## config.mk

```make
export PLATFORM = sky130hd
export DESIGN_NAME = reg_file_2r1w
export DESIGN_NICKNAME = d
export VERILOG_FILES = /design/src/rtl/reg_file_2r1w.sv
export SDC_FILE = /design/constraint.sdc
export NUM_CORES = 2
export LEC_CHECK = 0
export CORE_MARGIN = 2
export CORE_UTILIZATION = 35
export CTS_BUF_LIST = sky130_fd_sc_hd__clkbuf_4 sky130_fd_sc_hd__clkbuf_8
export CTS_CLUSTER_DIAMETER = 100
export DETAILED_ROUTE_END_ITERATION = 7
export GPL_ROUTABILITY_DRIVEN = 0
export MAX_ROUTING_LAYER = met4
export SETUP_SLACK_MARGIN = 0.02
export SLEW_MARGIN = 20
export SYNTH_ARGS = -nofsm -noshare
export SYNTH_HDL_FRONTEND = slang
export SYNTH_SLANG_ARGS = --single-unit
```

## constraint.sdc

```tcl
create_clock -name clk -period 40.1 [get_ports clk]
set_clock_uncertainty 0.2 [all_clocks]
set_input_delay 4.01 -clock clk [delete_from_list [all_inputs] [get_ports clk]]
set_output_delay 4.01 -clock clk [all_outputs]
set_load 0.02 [all_outputs]
```

## src/rtl/reg_file_2r1w.sv

```systemverilog
// Two-read/one-write register file with write-first bypass and a bulk-clear sequencer.
// Define ZERO_REG_EN to hardwire entry 0 to zero.
module reg_file_2r1w #(
    parameter int WIDTH  = 32,
    parameter int ADDR_W = 5
) (
    input  logic              clk,
    input  logic              rst,
    input  logic              wr_en,
    input  logic [ADDR_W-1:0] wr_addr,
    input  logic [WIDTH-1:0]  wr_data,
    input  logic              rd_en_a,
    input  logic [ADDR_W-1:0] rd_addr_a,
    output logic [WIDTH-1:0]  rd_data_a,
    output logic              rd_valid_a,
    input  logic              rd_en_b,
    input  logic [ADDR_W-1:0] rd_addr_b,
    output logic [WIDTH-1:0]  rd_data_b,
    output logic              rd_valid_b,
    input  logic              clr,
    output logic              busy
);
    localparam int DEPTH = 2 ** ADDR_W;

    typedef enum logic {
        IDLE,
        CLEAR
    } state_t;

    state_t            state_q, state_d;
    logic [ADDR_W-1:0] clr_cnt_q, clr_cnt_d;
    logic [WIDTH-1:0]  mem_q [DEPTH];
    logic [WIDTH-1:0]  rd_data_a_q, rd_data_a_d;
    logic [WIDTH-1:0]  rd_data_b_q, rd_data_b_d;
    logic              rd_valid_a_q, rd_valid_a_d;
    logic              rd_valid_b_q, rd_valid_b_d;
    logic              mem_we;
    logic [ADDR_W-1:0] mem_addr;
    logic [WIDTH-1:0]  mem_wdata;
    logic              wr_ok;

`ifdef ZERO_REG_EN
    assign wr_ok = wr_en && (wr_addr != '0);
`else
    assign wr_ok = wr_en;
`endif

    // Write-first: a same-cycle accepted write wins over the stored word.
    function automatic logic [WIDTH-1:0] rd_word(input logic [ADDR_W-1:0] a);
        logic [WIDTH-1:0] w;
        w = (wr_ok && (wr_addr == a)) ? wr_data : mem_q[a];
`ifdef ZERO_REG_EN
        if (a == '0) w = '0;
`endif
        return w;
    endfunction

    always_comb begin
        state_d      = state_q;
        clr_cnt_d    = clr_cnt_q;
        mem_we       = 1'b0;
        mem_addr     = wr_addr;
        mem_wdata    = wr_data;
        rd_data_a_d  = rd_data_a_q;
        rd_data_b_d  = rd_data_b_q;
        rd_valid_a_d = 1'b0;
        rd_valid_b_d = 1'b0;
        unique case (state_q)
            IDLE: begin
                mem_we = wr_ok;
                if (rd_en_a) begin
                    rd_data_a_d  = rd_word(rd_addr_a);
                    rd_valid_a_d = 1'b1;
                end
                if (rd_en_b) begin
                    rd_data_b_d  = rd_word(rd_addr_b);
                    rd_valid_b_d = 1'b1;
                end
                if (clr) state_d = CLEAR;
            end
            CLEAR: begin
                mem_we    = 1'b1;
                mem_addr  = clr_cnt_q;
                mem_wdata = '0;
                clr_cnt_d = clr_cnt_q + 1'b1;
                if (clr_cnt_q == '1) state_d = IDLE;
            end
        endcase
    end

    always_ff @(posedge clk or posedge rst) begin
        if (rst) begin
            state_q      <= IDLE;
            clr_cnt_q    <= '0;
            rd_data_a_q  <= '0;
            rd_data_b_q  <= '0;
            rd_valid_a_q <= 1'b0;
            rd_valid_b_q <= 1'b0;
        end else begin
            state_q      <= state_d;
            clr_cnt_q    <= clr_cnt_d;
            rd_data_a_q  <= rd_data_a_d;
            rd_data_b_q  <= rd_data_b_d;
            rd_valid_a_q <= rd_valid_a_d;
            rd_valid_b_q <= rd_valid_b_d;
        end
    end

    always_ff @(posedge clk or posedge rst) begin
        if (rst) begin
            for (int i = 0; i < DEPTH; i++) mem_q[i] <= '0;
        end else if (mem_we) begin
            mem_q[mem_addr] <= mem_wdata;
        end
    end

    assign rd_data_a  = rd_data_a_q;
    assign rd_data_b  = rd_data_b_q;
    assign rd_valid_a = rd_valid_a_q;
    assign rd_valid_b = rd_valid_b_q;
    assign busy       = (state_q == CLEAR);

endmodule

```

==> impl_results.md <==
- TritonCTS Buffers: 173
- CTS tree: built
- Clock Tree Buf Depth: 3
- Crit Path Max Fanout: 171
- Crit path launch: rst
- Crit path required time: 40800 ps
- Antenna viol nets, final: 0
- Achievable frequency: 118.3 MHz
- Overflow after GRT: 0
- Top FF cell, synth: dfrtp_1
- Clock transition at path regs: 60 ps
- Post-synthesis sequential area ratio: 0.4979
- Rel. slew slack: 0.1979
- Reported leakage power: 25.61 nW
- Vias per std cell: 6.011
- Arr. time, crit path: 9160 ps
- Drt first pass iters: 5
- Root Driver: clkbuf_8
- Mapped Nets: 4863
- Hold Vio Cnt, Final: 0
- GRT Resource Usage Total: 0.2444
- Asr flop ratio synth: 1.000
- Mapped Area: 55090 um^2
- Pwr Density: 67.70 nW/um^2
- Row Count: 145
- Core area: 156200 um^2
- DR WL/cell: 27.69 um
- CTS-repair resized insts: 0
- Initial Utilization: 0.3527
- Worst VDD drop: 53.53 uV
- Hold_buf cts: 0
- Multi-input logic area: 25670 um^2
- Status: complete, no violations
- Remaining DRCs: 0
- Share of cells above drive strength 1: 0.2069
- Initial antenna violation count: 8
- Reg-to-Reg End: mem_q[697]
- TNS Setup: 0 ps
- Clock sinks: 1096
- Post-synth EDFFs: 0
- Synthesized flop and latch total: 1096
- Worst reg-to-reg setup slack: 35770 ps
- First DRT Iteration DRCs: 5155
- Yosys warns: 0
- Number of global-route vias before repair: 40740
- Worst reg2reg startpoint: busy
- Setup bufs post-CTS: 0
- Period Utilization, post-route: 0.2108
- R2R depth: 7
- Endpoint type of the worst setup path: async pin
- RSZ-0062 raised after global routing: no
- Fillers: 14940
- Clock Latency Late Sink: 910 ps
- Die area: 160600 um^2
- Hold EP: mem_q[543]
- Global-route wire length before repair: 281900 um
- Final max-slew violation count: 0
- Setup violations, final: 0
- Die width: 400.7 um
- Boundary pin count: 120
- Total power: 4.166 mW
- Fin nets: 4750
- Post-Synthesis Cells: 4808
- Pin count of the biggest net entering global routing: 172
- Number of max-cap violations: 0
- Synth unique cells: 60
- Overall routed net length: 191000 um
- Worst Tran Pin Value: 1203 ps
- Tmin final: 8453 ps
- Register Area: 27430 um^2
- Post-DP HPWL: 103800 um
- Via Count: 41450
- Port Buffers: 119
- Max H-tree Level: 4
- Area Growth Syn to Fin: 11.69%
- Min-delay src: mem_q[543]
- Startpoint Class: input pin
- Worst Hold Path Cells: 2
- Syn Area/Cell: 11.46 um^2
- Worst hold path class: flip-flop to flip-flop
- Die Y: 400.7 um
- WS Path Type: input pin to async pin
Yosys cell counts, types with 5 or more instances:
cell type,number,share of area
a2111oi_0,18,0.0029
a21o_1,7,0.00095
a21oi_1,16,0.0015
a221o_1,21,0.0038
a221oi_1,33,0.0052
a222oi_1,6,0.0011
a22o_1,8,0.0013
a22oi_1,47,0.0064
buf_1,15,0.0010
buf_2,58,0.0053
buf_4,18,0.0025
buf_6,8,0.0016
buf_8,7,0.0019
clkbuf_1,384,0.026
dfrtp_1,1096,0.50
inv_1,29,0.0020
mux2i_1,86,0.016
mux4_2,531,0.22
nand2_1,1067,0.073
nand2_2,8,0.00091
nand2b_1,34,0.0039
nand3_1,18,0.0016
nand3b_1,8,0.0011
nor2_1,10,0.00068
nor2b_1,24,0.0027
o211ai_1,7,0.00095
o21a_1,6,0.00082
o21ai_0,1060,0.096
o221ai_1,8,0.0013
o22ai_1,80,0.0091
o41ai_1,19,0.0030
or3_1,5,0.00057
xnor2_1,8,0.0013
xor2_1,5,0.00079
worst max-delay path by stage:
stage / end / slack (ps)
after floorplan: busy / 5030
after global placement: mem_q[270] / 30270
after detailed placement: mem_q[270] / 30200
after CTS: rd_data_b[7] / 31190
after global routing: mem_q[543] / 30800
final: mem_q[330] / 31650
metal layers:
layer  GRT usage  vias to the layer above  wire length (um)
li1            -                    17430                 -
met1      0.3429                    21260             80870
met2      0.3439                     2336             82520
met3     0.06389                      431             21330
met4     0.08121                        0              6250
met5           -                        -                 0
layout make-up:
type | instances | share of cell area
clock inverters | 32 | 0.004453
diodes | 9 | 0.0003660
clock buffers | 277 | 0.05749
well taps | 2058 | 0.04185
multi-input cells | 3190 | 0.4172
flip-flops and latches | 1096 | 0.4458
inverters | 30 | 0.001993
repair buffers | 204 | 0.03089
placed cells by master, fill, tap and decap left out, types with 27 or more instances in the layout:
master,instances
a221oi_1,33
a22oi_1,47
buf_4,78
clkbuf_4,44
clkbuf_8,233
clkdlybuf4s50_1,109
dfrtp_1,1095
inv_1,27
mux2i_1,86
mux4_2,531
nand2_1,1043
nand2_4,31
nand2b_1,28
o21ai_0,1060
o22ai_1,80
state kept, by name, summed over array words and instances, names as in the netlist:
signal	count
mem_q	1024
rd_data_a	32
rd_data_b	32
clr_cnt_q	5
busy	1
rd_valid_a	1
rd_valid_b	1
report_power, final:
group	internal, mW	total [mW]	switching [mW]
Combinational	0.564	1.25	0.683
Clock	0.582	1.05	0.471
Sequential	1.52	1.87	0.347
Total	2.66	4.17	1.50
stage by stage:
step	instances	worst slack [ps]	utilization	hold WS (ps)	cell area (um^2)
6_report	6896	31650	0.3939	293.2	61530
2_1_floorplan	4808	5032	-	260.9	55090
3_5_place_dp	6576	30200	0.3690	284.2	57640
3_3_place_gp	6576	30270	0.3690	273.1	57640
5_1_grt	6892	30800	0.3938	321.9	61520
4_1_cts	6885	31190	0.3934	297.9	61450
kinds of logic after synthesis:
logic type	Yosys count	synth area share
xor gates and xnor gates	13	0.002067
buffers and inverters	522	0.04122
DFF	1096	0.4979
and+or+nand+nor	1193	0.08651
AOI/OAI and AO/OA	1361	0.1384
muxes	621	0.2335
adders and majority gates	2	0.0004542
critical path, cell delays in order:
cell	delay, ps
clkdlybuf4s50_1	540
inv_8	540
buf_4	710
buf_4	810
buf_6	650
buf_12	670
buf_4	830
No activity file was read; power rests on OpenSTA's default activity.
